### config.mk
export PLATFORM = sky130hd
export DESIGN_NAME = nibble_serial_adder
export DESIGN_NICKNAME = d
export VERILOG_FILES = /design/src/rtl/nibble_serial_adder_pkg.sv /design/src/rtl/nibble_serial_adder_fa4.sv /design/src/rtl/nibble_serial_adder.sv
export SDC_FILE = /design/constraint.sdc
export NUM_CORES = 1
export LEC_CHECK = 0
export BUFFER_PORTS_ARGS = -buffer_cell sky130_fd_sc_hd__buf_2
export CORE_MARGIN = 2
export CORE_UTILIZATION = 50
export DETAILED_ROUTE_END_ITERATION = 6
export GPL_TIMING_DRIVEN = 0
export MAX_ROUTING_LAYER = met4
export PLACE_DENSITY = 0.84
export SETUP_SLACK_MARGIN = 0.2
export SLEW_MARGIN = 40
export SYNTH_ARGS = -nofsm -noshare
export SYNTH_HDL_FRONTEND = slang
export SYNTH_SLANG_ARGS = --single-unit
### constraint.sdc
create_clock -name clk -period 4 [get_ports clk]
set_clock_uncertainty 0.1 [all_clocks]
set_input_delay 0.8 -clock clk [delete_from_list [all_inputs] [get_ports clk]]
set_output_delay 0.8 -clock clk [all_outputs]
set_load 0.005 [all_outputs]
### src/rtl/nibble_serial_adder_pkg.sv
// Shared constants and state encoding for the nibble-serial adder.
package nibble_serial_adder_pkg;

    // Width of the slice handled by the ripple adder each cycle
    localparam int unsigned NIB_W = 4;

    typedef enum logic [1:0] {
        ST_IDLE = 2'd0,
        ST_RUN  = 2'd1,
        ST_DONE = 2'd2
    } state_e;

endpackage

### src/rtl/nibble_serial_adder_fa4.sv
// 4-bit ripple adder slice: {co,s} = a + b + ci.
module nibble_serial_adder_fa4
    import nibble_serial_adder_pkg::*;
(
    input  logic [NIB_W-1:0] a,
    input  logic [NIB_W-1:0] b,
    input  logic             ci,
    output logic [NIB_W-1:0] s,
    output logic             co
);

    // Single combinational add with the carry folded into the top bit
    always_comb begin
        {co, s} = (NIB_W+1)'(a) + (NIB_W+1)'(b) + (NIB_W+1)'(ci);
    end

endmodule

### src/rtl/nibble_serial_adder.sv
// Multi-cycle WIDTH-bit adder that pushes one nibble per clock through a
// shared 4-bit adder, LSB nibble first, chaining the carry in a register.
module nibble_serial_adder
    import nibble_serial_adder_pkg::*;
#(
    parameter int unsigned WIDTH = 16
) (
    input  logic             clk,
    input  logic             rst_n,
    input  logic             in_valid,
    output logic             in_ready,
    input  logic [WIDTH-1:0] in_a,
    input  logic [WIDTH-1:0] in_b,
    input  logic             in_ci,
    output logic             out_valid,
    input  logic             out_ready,
    output logic [WIDTH-1:0] out_s,
    output logic             out_co,
    output logic             busy
);

    localparam int unsigned NIB   = WIDTH / NIB_W;
    localparam int unsigned CNT_W = $clog2(NIB);
    localparam int unsigned IDX_W = CNT_W + 2;
    localparam logic [CNT_W-1:0] CNT_LAST = CNT_W'(NIB - 1);

    // Reject widths that do not split into at least two whole nibbles
    if ((WIDTH % NIB_W) != 0 || WIDTH < 8) begin : g_bad_width
        $error("nibble_serial_adder: WIDTH must be a multiple of 4 and >= 8");
    end

    state_e           state_q, state_d;
    logic [WIDTH-1:0] a_q, a_d;
    logic [WIDTH-1:0] b_q, b_d;
    logic [WIDTH-1:0] s_q, s_d;
    logic             carry_q, carry_d;
    logic             co_q, co_d;
    logic [CNT_W-1:0] cnt_q, cnt_d;

    logic [IDX_W-1:0] nib_base;
    logic [NIB_W-1:0] fa_a, fa_b, fa_s;
    logic             fa_co;

    // Bit offset of the nibble currently being processed
    always_comb begin
        nib_base = {cnt_q, 2'b00};
        fa_a     = a_q[nib_base +: NIB_W];
        fa_b     = b_q[nib_base +: NIB_W];
    end

    nibble_serial_adder_fa4 u_fa4 (
        .a  (fa_a),
        .b  (fa_b),
        .ci (carry_q),
        .s  (fa_s),
        .co (fa_co)
    );

    // Next-state and datapath update for IDLE -> RUN -> DONE sequencing
    always_comb begin
        state_d = state_q;
        a_d     = a_q;
        b_d     = b_q;
        s_d     = s_q;
        carry_d = carry_q;
        co_d    = co_q;
        cnt_d   = cnt_q;
        case (state_q)
            ST_IDLE: begin
                if (in_valid) begin
                    a_d     = in_a;
                    b_d     = in_b;
                    carry_d = in_ci;
                    cnt_d   = '0;
                    state_d = ST_RUN;
                end
            end
            ST_RUN: begin
                s_d[nib_base +: NIB_W] = fa_s;
                carry_d                = fa_co;
                cnt_d                  = cnt_q + CNT_W'(1);
                if (cnt_q == CNT_LAST) begin
                    co_d    = fa_co;
                    cnt_d   = '0;
                    state_d = ST_DONE;
                end
            end
            ST_DONE: begin
                if (out_ready) begin
                    state_d = ST_IDLE;
                end
            end
            default: begin
                state_d = ST_IDLE;
            end
        endcase
    end

    // State and datapath registers with synchronous active-low reset
    always_ff @(posedge clk) begin
        if (!rst_n) begin
            state_q <= ST_IDLE;
            a_q     <= '0;
            b_q     <= '0;
            s_q     <= '0;
            carry_q <= 1'b0;
            co_q    <= 1'b0;
            cnt_q   <= '0;
        end else begin
            state_q <= state_d;
            a_q     <= a_d;
            b_q     <= b_d;
            s_q     <= s_d;
            carry_q <= carry_d;
            co_q    <= co_d;
            cnt_q   <= cnt_d;
        end
    end

    // Handshake flags decode straight from the state register
    always_comb begin
        in_ready  = rst_n && (state_q == ST_IDLE);
        out_valid = (state_q == ST_DONE);
        busy      = (state_q != ST_IDLE);
        out_s     = s_q;
        out_co    = co_q;
    end

endmodule
After elaboration in Yosys (flattened, before gate mapping) --
Cells that the tools add are included.
Word-level totals: register bits after elaboration 54, output and inout port bits 20
Cells by class: add/sub/neg operators 4, shift operators 4, reductions and logical operators 8, equal/unequal tests 6, mux-type cells 10
Operators by type and width (count):
- 16-bit by 5-bit indexed part select with 4-bit output | 2
- 16-bit bitwise mux | 1
- 4-bit by 6-bit variable shift with 16-bit output, first input constant | 1
- 4-bit by 6-bit indexed part select with 16-bit output | 1
- 2-bit 2-to-1 mux | 5
- 4-bit negation with 6-bit output | 1
- 2-bit one-hot mux with 3 select lines | 1
- 2-bit AND reduction | 3
- 4-bit by 4-bit adder with 5-bit output | 1
- 5-bit by 1-bit adder with 5-bit output | 1
- 2-bit equality test, second input constant | 2
- 2-bit inequality test, second input constant | 2
- 2-bit one-hot mux with 2 select lines | 1
- 2-bit nonzero test | 2
- 3-bit AND reduction | 1
- 2-bit by 1-bit adder with 2-bit output, second input constant | 1
- 2-bit by 1-bit equality test with 1-bit output, second input constant | 1
- 2-bit zero test | 1
- 2-bit by 1-bit inequality test with 1-bit output, second input constant | 1
- 1-bit one-hot mux with 2 select lines | 1
- 1-bit logical AND | 1
- 1-bit 2-to-1 mux | 1

Depth between registers and ports, before layout --
Gate-level depths: netlist of run 1.
depth in word-level cells 5, gate-level depth with buffers 8, mapped depth without buffers 7

Hierarchy --
A second synthesis of run 1 with hierarchy kept.
Unflattened totals: cells, all modules 269, area, all modules 2456.1 um^2
Modules (own cells, without submodules):
- nibble_serial_adder | sequential area each 1081.0 um^2, area each 2312.2 um^2, times used 1, cells each 253
- nibble_serial_adder_fa4 | sequential area each 0.0 um^2, area each 143.9 um^2, times used 1, cells each 16

Worst setup path after synthesis of run 1 --
OpenSTA, ideal clock, no wires.
path kind register to register, start point register cnt_q[0], end point register carry_q, slack 1291 ps, cell stages (with the launch flop) 9, data arrival time 2487 ps, clock period less this slack 2709 ps, data required time 3778 ps, setup time 122 ps, cells stage by stage dfxtp_1 buf_6 mux4_1 fa_1 fa_1 a21o_1 a21oi_1 nand2b_1 a31oi_1
On the way: cells in the longest elaborated chain, start to end 4, elaborated cells between the ends (all ways) 5, classes of those cells add/sub: 2; shift: 2; mux: 1
RTL lines:
- start, declared | line nibble_serial_adder.sv:38 | logic [CNT_W-1:0] cnt_q, cnt_d;
- start signal, assigned | line nibble_serial_adder.sv:116 | cnt_q <= cnt_d;
- 16-bit by 5-bit indexed part select with 4-bit output, on equally long branches | line nibble_serial_adder.sv:47, nibble_serial_adder.sv:48
- 4-bit by 4-bit adder with 5-bit output * | line nibble_serial_adder_fa4.sv:14 | {co, s} = (NIB_W+1)'(a) + (NIB_W+1)'(b) + (NIB_W+1)'(ci);
- 5-bit by 1-bit adder with 5-bit output * | line nibble_serial_adder_fa4.sv:14
- 1-bit one-hot mux with 2 select lines * | line nibble_serial_adder.sv:68 | case (state_q)
- end signal, assigned | line nibble_serial_adder.sv:114 | carry_q <= carry_d;
- end, declared | line nibble_serial_adder.sv:36 | logic carry_q, carry_d;
Every way passes the cells marked *; elsewhere a longest branch is shown, timed or not. A chain may end at the register's enable or synchronous reset.

Worst setup path after layout of run 1 --
Ends and elaborated chain as after synthesis.

==> results of run 1 <==
==> registers in the layout (all words and copies together) (netlist names) <==
name / flops
cnt_q: 2
b_q: 16
state_q: 2
out_co: 1
carry_q: 1
out_s: 16
a_q: 16
==> cells in the mapped netlist, drive strengths merged, types with 2 or more instances <==
cell and instances:
fa 2, a32oi 4, nand3 3, nor4 3, nand2 73, a22oi 13
a21oi 36, clkbuf 5, mux4 8, nand2b 3, buf 9, inv 5
dfxtp 54, a21o 2, nor2 24, ha 9
==> area by class of cell <==
class	count	share of cell area (%)
tap	67	2.88
clock buffer	5	2.36
multi-input combinational	190	43.2
clock inverter	3	0.988
inverter	5	0.644
timing repair buffer	56	9.62
buffer	14	3.18
sequential	54	37.1
==> worst min-delay path: cells and delay by family (launching register included) <==
kind | cells | cell delay (ns)
flops | 1 | 0.32
simple gates | 1 | 0.05
compound gates | 1 | 0.05
==> power by group through the flow <==
| stage | combinational [mW] | sequential [mW] | clock [mW] |
|---|---|---|---|
| floorplan | 0.118 | 0.585 | 0 |
| global placement | 0.166 | 0.588 | 0 |
| detailed placement | 0.171 | 0.589 | 0 |
| CTS | 0.172 | 0.577 | 0.334 |
| global route | 0.191 | 0.580 | 0.351 |
| finish | 0.172 | 0.577 | 0.324 |
==> logic make-up (layout without fill, tap and decap cells) <==
kind of cell | after synthesis | in the layout | synth area share [%]
simple gates | 112 | 112 | 21.6
compound gates | 58 | 58 | 14.6
flops | 54 | 54 | 44.1
buf+inv | 19 | 83 | 4.54
fa+ha+maj | 11 | 11 | 6.23
mux | 8 | 8 | 8.58
xor+xnor | 1 | 1 | 0.357
==> metrics by stage <==
step	area (µm²)	total power, mW	util, %	hold WS [ns]	std cells
3_5_place_dp	2820	0.761	59.6	0.344	386
6_report	2910	1.07	61.7	0.357	394
3_3_place_gp	2820	0.754	59.6	0.339	386
5_1_grt	2910	1.12	61.7	0.376	394
2_1_floorplan	2450	0.703	-	0.332	263
4_1_cts	2910	1.08	61.7	0.358	394
==> metal layers <==
layer  routed length, µm  part of all wire, %  global-route usage (%)  up-vias
met5                   0                    0                       -        -
met2                2580                   49                    35.8       55
li1                    -                    -                       -     1037
met3                 261                  5.0                    5.01       10
met4                  98                  1.9                    8.08        0
met1                2320                   44                    26.6      929
==> worst paths after layout <==
check / start / endpoint / slack [ns] / cells after the start
setup / recovery: cnt_q[0] / carry_q / 0.98 / 8
hold / removal: a_q[5] / a_q[5] / 0.36 / 2
setup reg to reg: cnt_q[0] / carry_q / 0.98 / 8
hold reg to reg: a_q[5] / a_q[5] / 0.36 / 2
==> metrics.log, run 1 <==
INFO  metric p_comb_share = 16.0%
INFO  metric post_cts_resize_count = 0
INFO  metric cp_cell_sequence = buf_6, mux4_1, fa_1, fa_1, a21o_1, a21oi_1, nand2b_1, a31oi_1
INFO  metric port_buffers = 56
INFO  metric antenna-diode-count = 0
INFO  metric netlist_top_cells_area = sky130_fd_sc_hd__dfxtp_1 44%, sky130_fd_sc_hd__nand2_1 11%, sky130_fd_sc_hd__mux4_1 8.6%
INFO  metric worst-setup-path-type = reg -> reg
INFO  metric yosysSeqAreaShare = 44.1%
INFO  metric power.share.clock = 30.2%
INFO  metric maxSlewViolCount = 0
INFO  metric max_cap_viol_count = 0
INFO  metric syn_area_per_cell = 9.32 µm²
INFO  metric cts_tree = done
INFO  metric final_cell_mix = 71 x sky130_fd_sc_hd__nand2_1, 58 x sky130_fd_sc_hd__buf_2, 54 x sky130_fd_sc_hd__dfxtp_1, 36 x sky130_fd_sc_hd__a21oi_1, 24 x sky130_fd_sc_hd__nor2_1
INFO  metric internal_power = 0.767 mW
INFO  metric synth.net_count = slightly above 300
INFO  metric synth.lib_cells_used.distinct = 32
INFO  metric setup_crit_end_kind = register
INFO  metric chipWidth = 74.0 µm
INFO  metric power.switching_fraction = 28.5%
INFO  metric holdBufCountCts = 0
INFO  metric critPathTopFamily = adder cells
INFO  metric crit_path_start_kind = register
INFO  metric postSynth.asyncResetShare = 0%
INFO  metric syn_inst = 263
INFO  metric start_util = about half
INFO  metric pre_cts_slack = between 0.9 and 1 ns
INFO  metric grt_usage = 21.9%
INFO  metric synth_top_flop_cell = sky130_fd_sc_hd__dfxtp_1
INFO  metric cp_common_cell = sky130_fd_sc_hd__fa_1
INFO  metric multiInputGateArea = around 1300 µm²
INFO  metric grt_setup_unrepaired = no
INFO  metric fp.coreArea = 4720 µm²
INFO  metric yosysTopAreaCell = sky130_fd_sc_hd__dfxtp_1
INFO  metric postRouteAntennaNets = 0
INFO  metric tightestPinTransition = ~0.53 ns
INFO  metric grt_max_degree = 20
INFO  metric achievable-frequency = 331 MHz
INFO  metric layout_commonest_cell = sky130_fd_sc_hd__nand2_1
INFO  metric flow.area_growth_from_synthesis = 18.8%
INFO  metric hold_class = reg -> reg
INFO  metric cts.reportedPaths.clkPinSlew = roughly 0.11 ns
INFO  metric synth_edf_count = 0
INFO  metric first_iter_violations = 143
INFO  metric cts_root_buf = sky130_fd_sc_hd__clkbuf_8
INFO  metric power_leakage = between 1 and 1.5 nW
INFO  metric vdd_ir_drop_max = 0.000215 V
INFO  metric post_cts_buffers = 0
INFO  metric antenna_found_initial = 0
INFO  metric avgViaCountPerCell = 5.15
INFO  metric first_global_vias = 1943
INFO  metric yosys_warnings = 0
INFO  metric cts_htree_levels = 2
INFO  metric die-height = 74.0 µm
INFO  metric fin_setup_tns = 0 ns
INFO  metric netSwitchingPower = 0.305 mW
INFO  metric max_slew_margin = 64.5%
INFO  metric fin_crit_sh = 75.4%
INFO  metric critical_path.n_buffers_inverters = 1
INFO  metric worst-path-max-fanout = 10
INFO  metric detailedRoute.firstPassIterationCount = 4
INFO  metric fillers = 397
INFO  metric final-seq-area = 1080 µm²
INFO  metric vias = 2031
INFO  metric critical_path.max_stage_delay = 0.61 ns
INFO  metric power-per-cell-area = about 370 nW/µm²
INFO  metric routed_wire_length_per_instance = 13.4 µm
INFO  metric cts_made_buffers = 5
INFO  metric overflow_left_after_global_routing = 0
INFO  metric finalSetupViolCount = 0
INFO  metric die-area = 5480 µm²
INFO  metric share_seq_of_total_power = 53.8%
INFO  metric route.detailed.drc = 0
INFO  metric setup_slack = between 0.9 and 1 ns
INFO  metric postRouteWirelength = 5.27 mm
INFO  metric final.min_clock_period = 3.02 ns
INFO  metric grt_pass1_wl = 8.80 mm
INFO  metric core.rowCount = 25
INFO  metric detailed_place_hpwl = 3.98 mm
INFO  metric cts.path.max_buffers = 2
INFO  metric worstPathRequired = 4.10 ns
INFO  metric post_route_cells_drive_above_1_share = about a quarter
INFO  metric yosys.area.top_type_share = about 44%
INFO  metric routabilityCongestion = approximately 0.81
INFO  metric cpMaxStageDelayCell = sky130_fd_sc_hd__mux4_1
INFO  metric ys_ff_latch = 54
INFO  metric final_hold_viol_count = 0
INFO  metric clkSinkCount = 54
INFO  metric worstPathArrival = between 3 and 4 ns
INFO  metric num_io_pins = 57
INFO  metric clk_latency_worst_skew_pair = 0.32 ns
INFO  metric status = completed
INFO  metric finalNetCount = 374
INFO  metric syn_area = 2450 µm²
Note: power is estimated with default switching activity, not from simulation.
==> run 2, diff against run 1 <==
ABC_AREA = 1   (was default)
clock period = 2.88 ns   (was 4 ns; I/O delays follow)
==> metrics.log, run 2 <==
INFO  metric final_hold_viol_count = 0 (unchanged)
INFO  metric achievable-frequency = 390 MHz (+18%)
INFO  metric power_leakage = 1.33 nW (+2.7%)
INFO  metric yosysSeqAreaShare = 44.2% (+0.068 points)
INFO  metric grt_pass1_wl = 9.85 mm (+12%)
INFO  metric detailedRoute.firstPassIterationCount = 4 (unchanged)
INFO  metric hold_class = reg -> reg
INFO  metric cts_root_buf = sky130_fd_sc_hd__clkbuf_8
INFO  metric holdBufCountCts = 0 (unchanged)
INFO  metric dpl.cell_count = 449 (+16%)
INFO  metric avgViaCountPerCell = 5.01 (-2.7%)
INFO  metric grt_setup_unrepaired = no
INFO  metric hold_start = out_s[10]
INFO  metric first_iter_violations = 130 (-9.1%)
INFO  metric cts.reportedPaths.clkPinSlew = 0.09 ns (-0.02 ns)
INFO  metric finalNetCount = 440 (+18%)
INFO  metric syn_area = 2450 µm² (-0.15%)
INFO  metric status = completed
INFO  metric routed_wire_length_per_instance = 12.5 µm (-6.7%)
INFO  metric worst-path-max-fanout = 10 (unchanged)
INFO  metric tightestPinTransition = 0.494 ns (-0.0382 ns)
INFO  metric worstPathArrival = 2.71 ns (-0.41 ns)
INFO  metric report.power.total = 1.61 mW (+50%)
INFO  metric worst-setup-path-type = reg -> reg
INFO  metric finalSetupViolCount = 0 (unchanged)
INFO  metric first_global_vias = 2261 (+16%)
INFO  metric fin_crit_sh = 89.1% (+14 points)
INFO  metric detailed_place_hpwl = 4.20 mm (+5.7%)
INFO  metric synth_edf_count = 0 (unchanged)
INFO  metric cp_cell_sequence = inv_1, buf_2, o21ai_1, o22ai_1, fa_2, fa_2, nand2_1, nor2_1, nand2_1, a21oi_1
INFO  metric cts_htree_levels = 2 (unchanged)
INFO  metric netlist_top_cells_area = sky130_fd_sc_hd__dfxtp_1 44%, sky130_fd_sc_hd__nor2_1 14%, sky130_fd_sc_hd__o21ai_0 8.8%
INFO  metric synth_top_cells_by_count = 93 x sky130_fd_sc_hd__nor2_1, 54 x sky130_fd_sc_hd__dfxtp_1, 43 x sky130_fd_sc_hd__o21ai_0, 34 x sky130_fd_sc_hd__nand2_1, 18 x sky130_fd_sc_hd__a21oi_1
INFO  metric synth.net_count = 374 (+20%)
INFO  metric post_route_cells_drive_above_1_share = 23.3% (-2.1 points)
INFO  metric antenna_found_initial = 0 (unchanged)
INFO  metric grt_usage = 23.9% (+1.9 points)
INFO  metric syn_area_per_cell = 7.51 µm² (-19%)
INFO  metric yosys_warnings = 0 (unchanged)
INFO  metric max_slew_margin = 67.1% (+2.5 points)
INFO  metric setup_slack = 0.315 ns (-0.668 ns)
INFO  metric routabilityCongestion = 0.852 (+5.0%)
INFO  metric synth_most_common_cell = sky130_fd_sc_hd__nor2_1
INFO  metric route.detailed.drc = 0 (unchanged)
INFO  metric cts.path.max_buffers = 2 (unchanged)
INFO  metric yosysTopAreaCell = sky130_fd_sc_hd__dfxtp_1
INFO  metric critPathTopFamily = adder cells
INFO  metric pre_cts_slack = -0.233 ns (-1.22 ns)
INFO  metric cts_made_buffers = 5 (unchanged)
INFO  metric fp.coreArea = 4720 µm² (unchanged)
INFO  metric critical_path.max_stage_delay = 0.57 ns (-0.04 ns)
INFO  metric stdcell_count = 458 (+16%)
INFO  metric vdd_ir_drop_max = 0.000358 V (+67%)
INFO  metric synth_top_flop_cell = sky130_fd_sc_hd__dfxtp_1
INFO  metric ys_ff_latch = 54 (unchanged)
INFO  metric syn_inst = 326 (+24%)
INFO  metric final_cell_mix = 93 x sky130_fd_sc_hd__nor2_1, 58 x sky130_fd_sc_hd__buf_2, 52 x sky130_fd_sc_hd__dfxtp_1, 40 x sky130_fd_sc_hd__o21ai_0, 34 x sky130_fd_sc_hd__nand2_1
INFO  metric port_buffers = 56 (unchanged)
INFO  metric cpMaxStageDelayCell = sky130_fd_sc_hd__fa_2
INFO  metric critical_path.n_buffers_inverters = 2 (+1)
INFO  metric die-area = 5470 µm² (-0.15%)
INFO  metric final.min_clock_period = 2.57 ns (-0.452 ns)
INFO  metric flow.area_growth_from_synthesis = 20.5%
INFO  metric chipWidth = 74.0 µm (about the same)
INFO  metric critical_path.startpoint = cnt_q[0]
INFO  metric grt_max_degree = 15 (-25%)
INFO  metric crit_path_start_kind = register
INFO  metric overflow_left_after_global_routing = 0 (unchanged)
INFO  metric clkSinkCount = 54 (unchanged)
INFO  metric start_util = 51.8% (-0.079 points)
INFO  metric core.rowCount = 25 (unchanged)
INFO  metric yosys.area.top_type_share = 44.2% (+0.068 points)
INFO  metric cts_tree = done
INFO  metric layout_commonest_cell = sky130_fd_sc_hd__nor2_1
INFO  metric max_cap_viol_count = 0 (unchanged)
INFO  metric hold_slack = 0.365 ns (+0.00833 ns)
INFO  metric num_io_pins = 57 (unchanged)
INFO  metric synth.lib_cells_used.distinct = 29 (-9.4%)
INFO  metric antenna-diode-count = 0 (unchanged)
INFO  metric vias = 2296 (+13%)
INFO  metric die-height = 74.0 µm (about the same)
INFO  metric postRouteWirelength = 5.71 mm (+8.5%)
INFO  metric setup_crit_end_kind = register
INFO  metric postRouteAntennaNets = 0 (unchanged)
INFO  metric rr_startpoint = cnt_q[0]
INFO  metric maxSlewViolCount = 0 (unchanged)
INFO  metric postSynth.asyncResetShare = 0% (unchanged)
INFO  metric worstPathRequired = 3.02 ns (-1.08 ns)
INFO  metric clk_latency_worst_skew_pair = 0.31 ns (about the same)
INFO  metric power-per-cell-area = 546 nW/µm² (+48%)
run 2: cell types whose count changed after synthesis, moves of 9 or more:
cell / before / now
sky130_fd_sc_hd__nor2_1: 24 / 93
sky130_fd_sc_hd__o21ai_0: 0 / 43
sky130_fd_sc_hd__nand2_1: 71 / 34
sky130_fd_sc_hd__a21oi_1: 36 / 18
sky130_fd_sc_hd__a22oi_1: 13 / 4
sky130_fd_sc_hd__inv_1: 3 / 12
run 2: cell type report:
| cell class | count | area, µm² |
|---|---|---|
| clock buffers | 6 | 82.6 |
| well taps | 67 | 83.8 |
| flip-flops and latches | 54 | 1090 |
| repair buffers | 59 | 303 |
| plain buffers | 16 | 96.3 |
| inverters | 15 | 65.1 |
| multi-input cells | 241 | 1230 |
| fillers | 435 | 1780 |
run 2: worst register-to-register path, stage by stage, from the launching register on:
cell                      delay, ns
sky130_fd_sc_hd__dfxtp_4       0.40
sky130_fd_sc_hd__inv_1         0.08
sky130_fd_sc_hd__buf_2         0.19
sky130_fd_sc_hd__o21ai_1       0.18
sky130_fd_sc_hd__o22ai_1       0.14
sky130_fd_sc_hd__fa_2          0.41
sky130_fd_sc_hd__fa_2          0.57
sky130_fd_sc_hd__nand2_1       0.07
sky130_fd_sc_hd__nor2_1        0.16
sky130_fd_sc_hd__nand2_1       0.09
sky130_fd_sc_hd__a21oi_1       0.11
run 2: power breakdown:
| group | switching [mW] | internal (mW) |
|---|---|---|
| registers | 0.0286 | 0.794 |
| clock network | 0.231 | 0.186 |
| logic | 0.224 | 0.147 |
| total | 0.483 | 1.13 |
run 2: through the flow:
stage	utilization, %	setup TNS (ns)	area, µm²
floorplan	-	0	2450
global placement	59.5	-0.193	2810
detailed placement	59.5	-0.654	2810
CTS	62.1	0	2940
global route	62.4	0	2950
finish	62.4	0	2950
run 2: path summary, 6_finish.rpt:
| check | end | slack, ns | cells past startpoint |
|---|---|---|---|
| hold reg to reg | out_s[10] | 0.37 | 2 |
| hold / removal | out_s[10] | 0.37 | 2 |
| setup reg to reg | out_s[13] | 0.31 | 10 |
| setup / recovery | out_s[13] | 0.31 | 10 |
run 2: cell families after synthesis:
kind of cell / share of synthesized area [%]
AO/OA/AOI/OAI: 17.8
adder cells (fa/ha/maj): 6.24
XOR/XNOR: 0.358
flip-flops: 44.2
AND/OR/NAND/NOR: 25.4
buffers and inverters: 6.03
run 2: routing by layer:
layer / track usage [%] / vias up / wire (µm)
li1: - / 1195 / -
met1: 28.4 / 1026 / 2500
met3: 5.28 / 7 / 315
met2: 39.9 / 68 / 2820
met4: 8.08 / 0 / 76
met5: - / - / 0
run 2: repair_timing:
action                     CTS  global route
cloned                       0             0
buffers inserted             3             0
pin swaps                    1             0
gates resized for setup      6            12
setup endpoints to repair   10             8
==> run 3, diff against run 2 <==
RECOVER_POWER = 100   (was default)
TNS_END_PERCENT = 1   (was default)
==> metrics.log, run 3 (same netlist as run 2, synthesis figures left out) <==
INFO  metric core.rowCount = 25 (unchanged)
INFO  metric port_buffers = 56 (unchanged)
INFO  metric finalNetCount = 440 (unchanged)
INFO  metric holdBufCountCts = 0 (unchanged)
INFO  metric cts.path.max_buffers = 2 (unchanged)
INFO  metric overflow_left_after_global_routing = 0 (unchanged)
INFO  metric cts.reportedPaths.clkPinSlew = 0.09 ns (about the same)
INFO  metric detailed_place.area = 2810 µm² (unchanged)
INFO  metric fin_area = 2900 µm² (-1.7%)
INFO  metric grt_pass1_wl = 9.85 mm (unchanged)
INFO  metric first_iter_violations = 164 (+26%)
INFO  metric layout_commonest_cell = sky130_fd_sc_hd__nor2_1
INFO  metric grt_max_degree = 15 (unchanged)
INFO  metric reg2reg_setup_slack = 0.26 ns (-0.05 ns)
INFO  metric final-seq-area = 1090 µm² (unchanged)
INFO  metric finalCoreUtilization = 61.4% (-1.0 points)
INFO  metric max_cap_viol_count = 0 (unchanged)
INFO  metric fillers = 449 (+3.2%)
INFO  metric postRouteWirelength = 5.68 mm (-0.61%)
INFO  metric first_global_vias = 2261 (unchanged)
INFO  metric finalSetupViolCount = 0 (unchanged)
INFO  metric worst-path-max-fanout = 10 (unchanged)
INFO  metric critical_path.startpoint = cnt_q[0]
INFO  metric antenna_found_initial = 0 (unchanged)
INFO  metric achievable-frequency = 382 MHz (-1.9%)
INFO  metric hold_slack = 0.367 ns (+0.00204 ns)
INFO  metric whs_path_depth = 2 (unchanged)
INFO  metric postRouteAntennaNets = 0 (unchanged)
INFO  metric detailedRoute.firstPassIterationCount = 4 (unchanged)
INFO  metric grt_setup_unrepaired = no
INFO  metric multiInputGateArea = 1230 µm² (-0.20%)
INFO  metric max_slew_margin = 68.2% (+1.1 points)
INFO  metric cts_made_buffers = 5 (unchanged)
INFO  metric final_hold_viol_count = 0 (unchanged)
INFO  metric route.detailed.drc = 0 (unchanged)
INFO  metric grt_usage = 23.9% (unchanged)
INFO  metric cts_root_buf = sky130_fd_sc_hd__clkbuf_8
INFO  metric clkSinkCount = 54 (unchanged)
INFO  metric start_util = 51.8% (unchanged)
INFO  metric cpMaxStageDelayCell = sky130_fd_sc_hd__fa_2
INFO  metric ff2ff_path_depth = 10 (unchanged)
INFO  metric critical_path.max_stage_delay = 0.57 ns (about the same)
INFO  metric final_cell_mix = 93 x sky130_fd_sc_hd__nor2_1, 52 x sky130_fd_sc_hd__dfxtp_1, 43 x sky130_fd_sc_hd__buf_2, 42 x sky130_fd_sc_hd__o21ai_0, 35 x sky130_fd_sc_hd__nand2_1
INFO  metric hold_path_end = out_s[0]
INFO  metric hold_start = out_s[0]
INFO  metric worst-setup-path-type = reg -> reg
INFO  metric chipWidth = 74.0 µm (unchanged)
INFO  metric antenna-diode-count = 0 (unchanged)
INFO  metric die-area = 5470 µm² (unchanged)
INFO  metric cp_cell_sequence = inv_1, buf_2, o21ai_0, o22ai_1, fa_2, fa_2, nand2_1, nor2_1, nand2_1, a21oi_1
INFO  metric fin_setup_tns = 0 ns (unchanged)
INFO  metric dpl.cell_count = 449 (unchanged)
INFO  metric setup_crit_end_kind = register
INFO  metric stdcell_count = 458 (unchanged)
INFO  metric hold_class = reg -> reg
INFO  metric routed_wire_length_per_instance = 12.4 µm (-0.61%)
INFO  metric maxSlewViolCount = 0 (unchanged)
INFO  metric die-height = 74.0 µm (unchanged)
INFO  metric power_leakage = 1.25 nW (-5.8%)
INFO  metric crit_path_start_kind = register
INFO  metric cts_tree = done
INFO  metric vias = 2313 (+0.74%)
INFO  metric detailed_place_hpwl = 4.20 mm (unchanged)
INFO  metric avgViaCountPerCell = 5.05 (+0.74%)
INFO  metric tightestPinTransition = 0.476 ns (-0.0171 ns)
INFO  metric fp.coreArea = 4720 µm² (unchanged)
INFO  metric vdd_ir_drop_max = 0.000368 V (+2.9%)
INFO  metric flow.area_growth_from_synthesis = 18.5%
INFO  metric post_route_cells_drive_above_1_share = 18.2% (-5.1 points)
INFO  metric critPathTopFamily = adder cells
INFO  metric routabilityCongestion = 0.852 (unchanged)
INFO  metric worstPathRequired = 3.02 ns (about the same)
INFO  metric cts_htree_levels = 2 (unchanged)
INFO  metric status = completed
INFO  metric num_io_pins = 57 (unchanged)
INFO  metric power-per-cell-area = 551 nW/µm² (+0.89%)
INFO  metric final.min_clock_period = 2.62 ns (+0.0505 ns)
INFO  metric rr_startpoint = cnt_q[0]
INFO  metric critical_path.n_buffers_inverters = 2 (unchanged)
INFO  metric worstPathArrival = 2.76 ns (+0.05 ns)
INFO  metric fin_crit_sh = 90.8% (+1.8 points)
INFO  metric clk_latency_worst_skew_pair = 0.30 ns (about the same)
INFO  metric r2r_end = out_s[13]
==> run 3: changes by cell type in the layout (fill, tap and decap cells not counted), sizes merged <==
cell | before | now
buf | 65 | 46
clkbuf | 16 | 35
==> run 3: timing repair <==
item                       CTS  global route
gates resized for setup      6            12
buffers inserted             3             0
setup endpoints to repair   10             8
pin swaps                    1             0
==> run 3: power by group <==
group	switching (mW)	internal (mW)	leakage (nW)
registers	0.0287	0.794	0.445
logic	0.221	0.140	0.762
clock network	0.228	0.186	0.0431
total	0.478	1.12	1.25
==> run 3: worst max-delay path by stage <==
stage / endpoint / cells past startpoint
2_1_floorplan: out_s[14] / 11
6_report: out_s[13] / 10
5_1_grt: out_s[13] / 10
3_5_place_dp: out_s[6] / 11
3_3_place_gp: out_s[6] / 11
4_1_cts: out_s[6] / 10
==> run 3: per-layer routing <==
metal	vias to the layer above	track usage (%)	wire length, µm
met5	-	-	0
met4	0	8.08	76
met3	8	5.28	327
met2	73	39.9	2840
met1	1036	28.4	2430
li1	1196	-	-
==> run 3: area by class of cell <==
cell class | instances | area share (%)
flip-flops and latches | 54 | 37.5
inverters | 15 | 2.16
repair buffers | 59 | 9.71
clock buffers | 6 | 2.85
plain buffers | 16 | 2.55
well taps | 67 | 2.89
multi-input cells | 241 | 42.4
==> run 3: worst register-to-register path, stage by stage (launching register included) <==
cell,delay (ns)
sky130_fd_sc_hd__dfxtp_4,0.40
sky130_fd_sc_hd__inv_1,0.08
sky130_fd_sc_hd__buf_2,0.19
sky130_fd_sc_hd__o21ai_0,0.24
sky130_fd_sc_hd__o22ai_1,0.16
sky130_fd_sc_hd__fa_2,0.42
sky130_fd_sc_hd__fa_2,0.57
sky130_fd_sc_hd__nand2_1,0.07
sky130_fd_sc_hd__nor2_1,0.14
sky130_fd_sc_hd__nand2_1,0.08
sky130_fd_sc_hd__a21oi_1,0.11
==> run 3: stage by stage <==
step | setup slack (ns) | power, mW
finish | 0.264 | 1.60
global route | 0.123 | 1.69
CTS | 0.210 | 1.60
detailed placement | -0.233 | 1.18
global placement | -0.0985 | 1.16
floorplan | 0.403 | 1.07
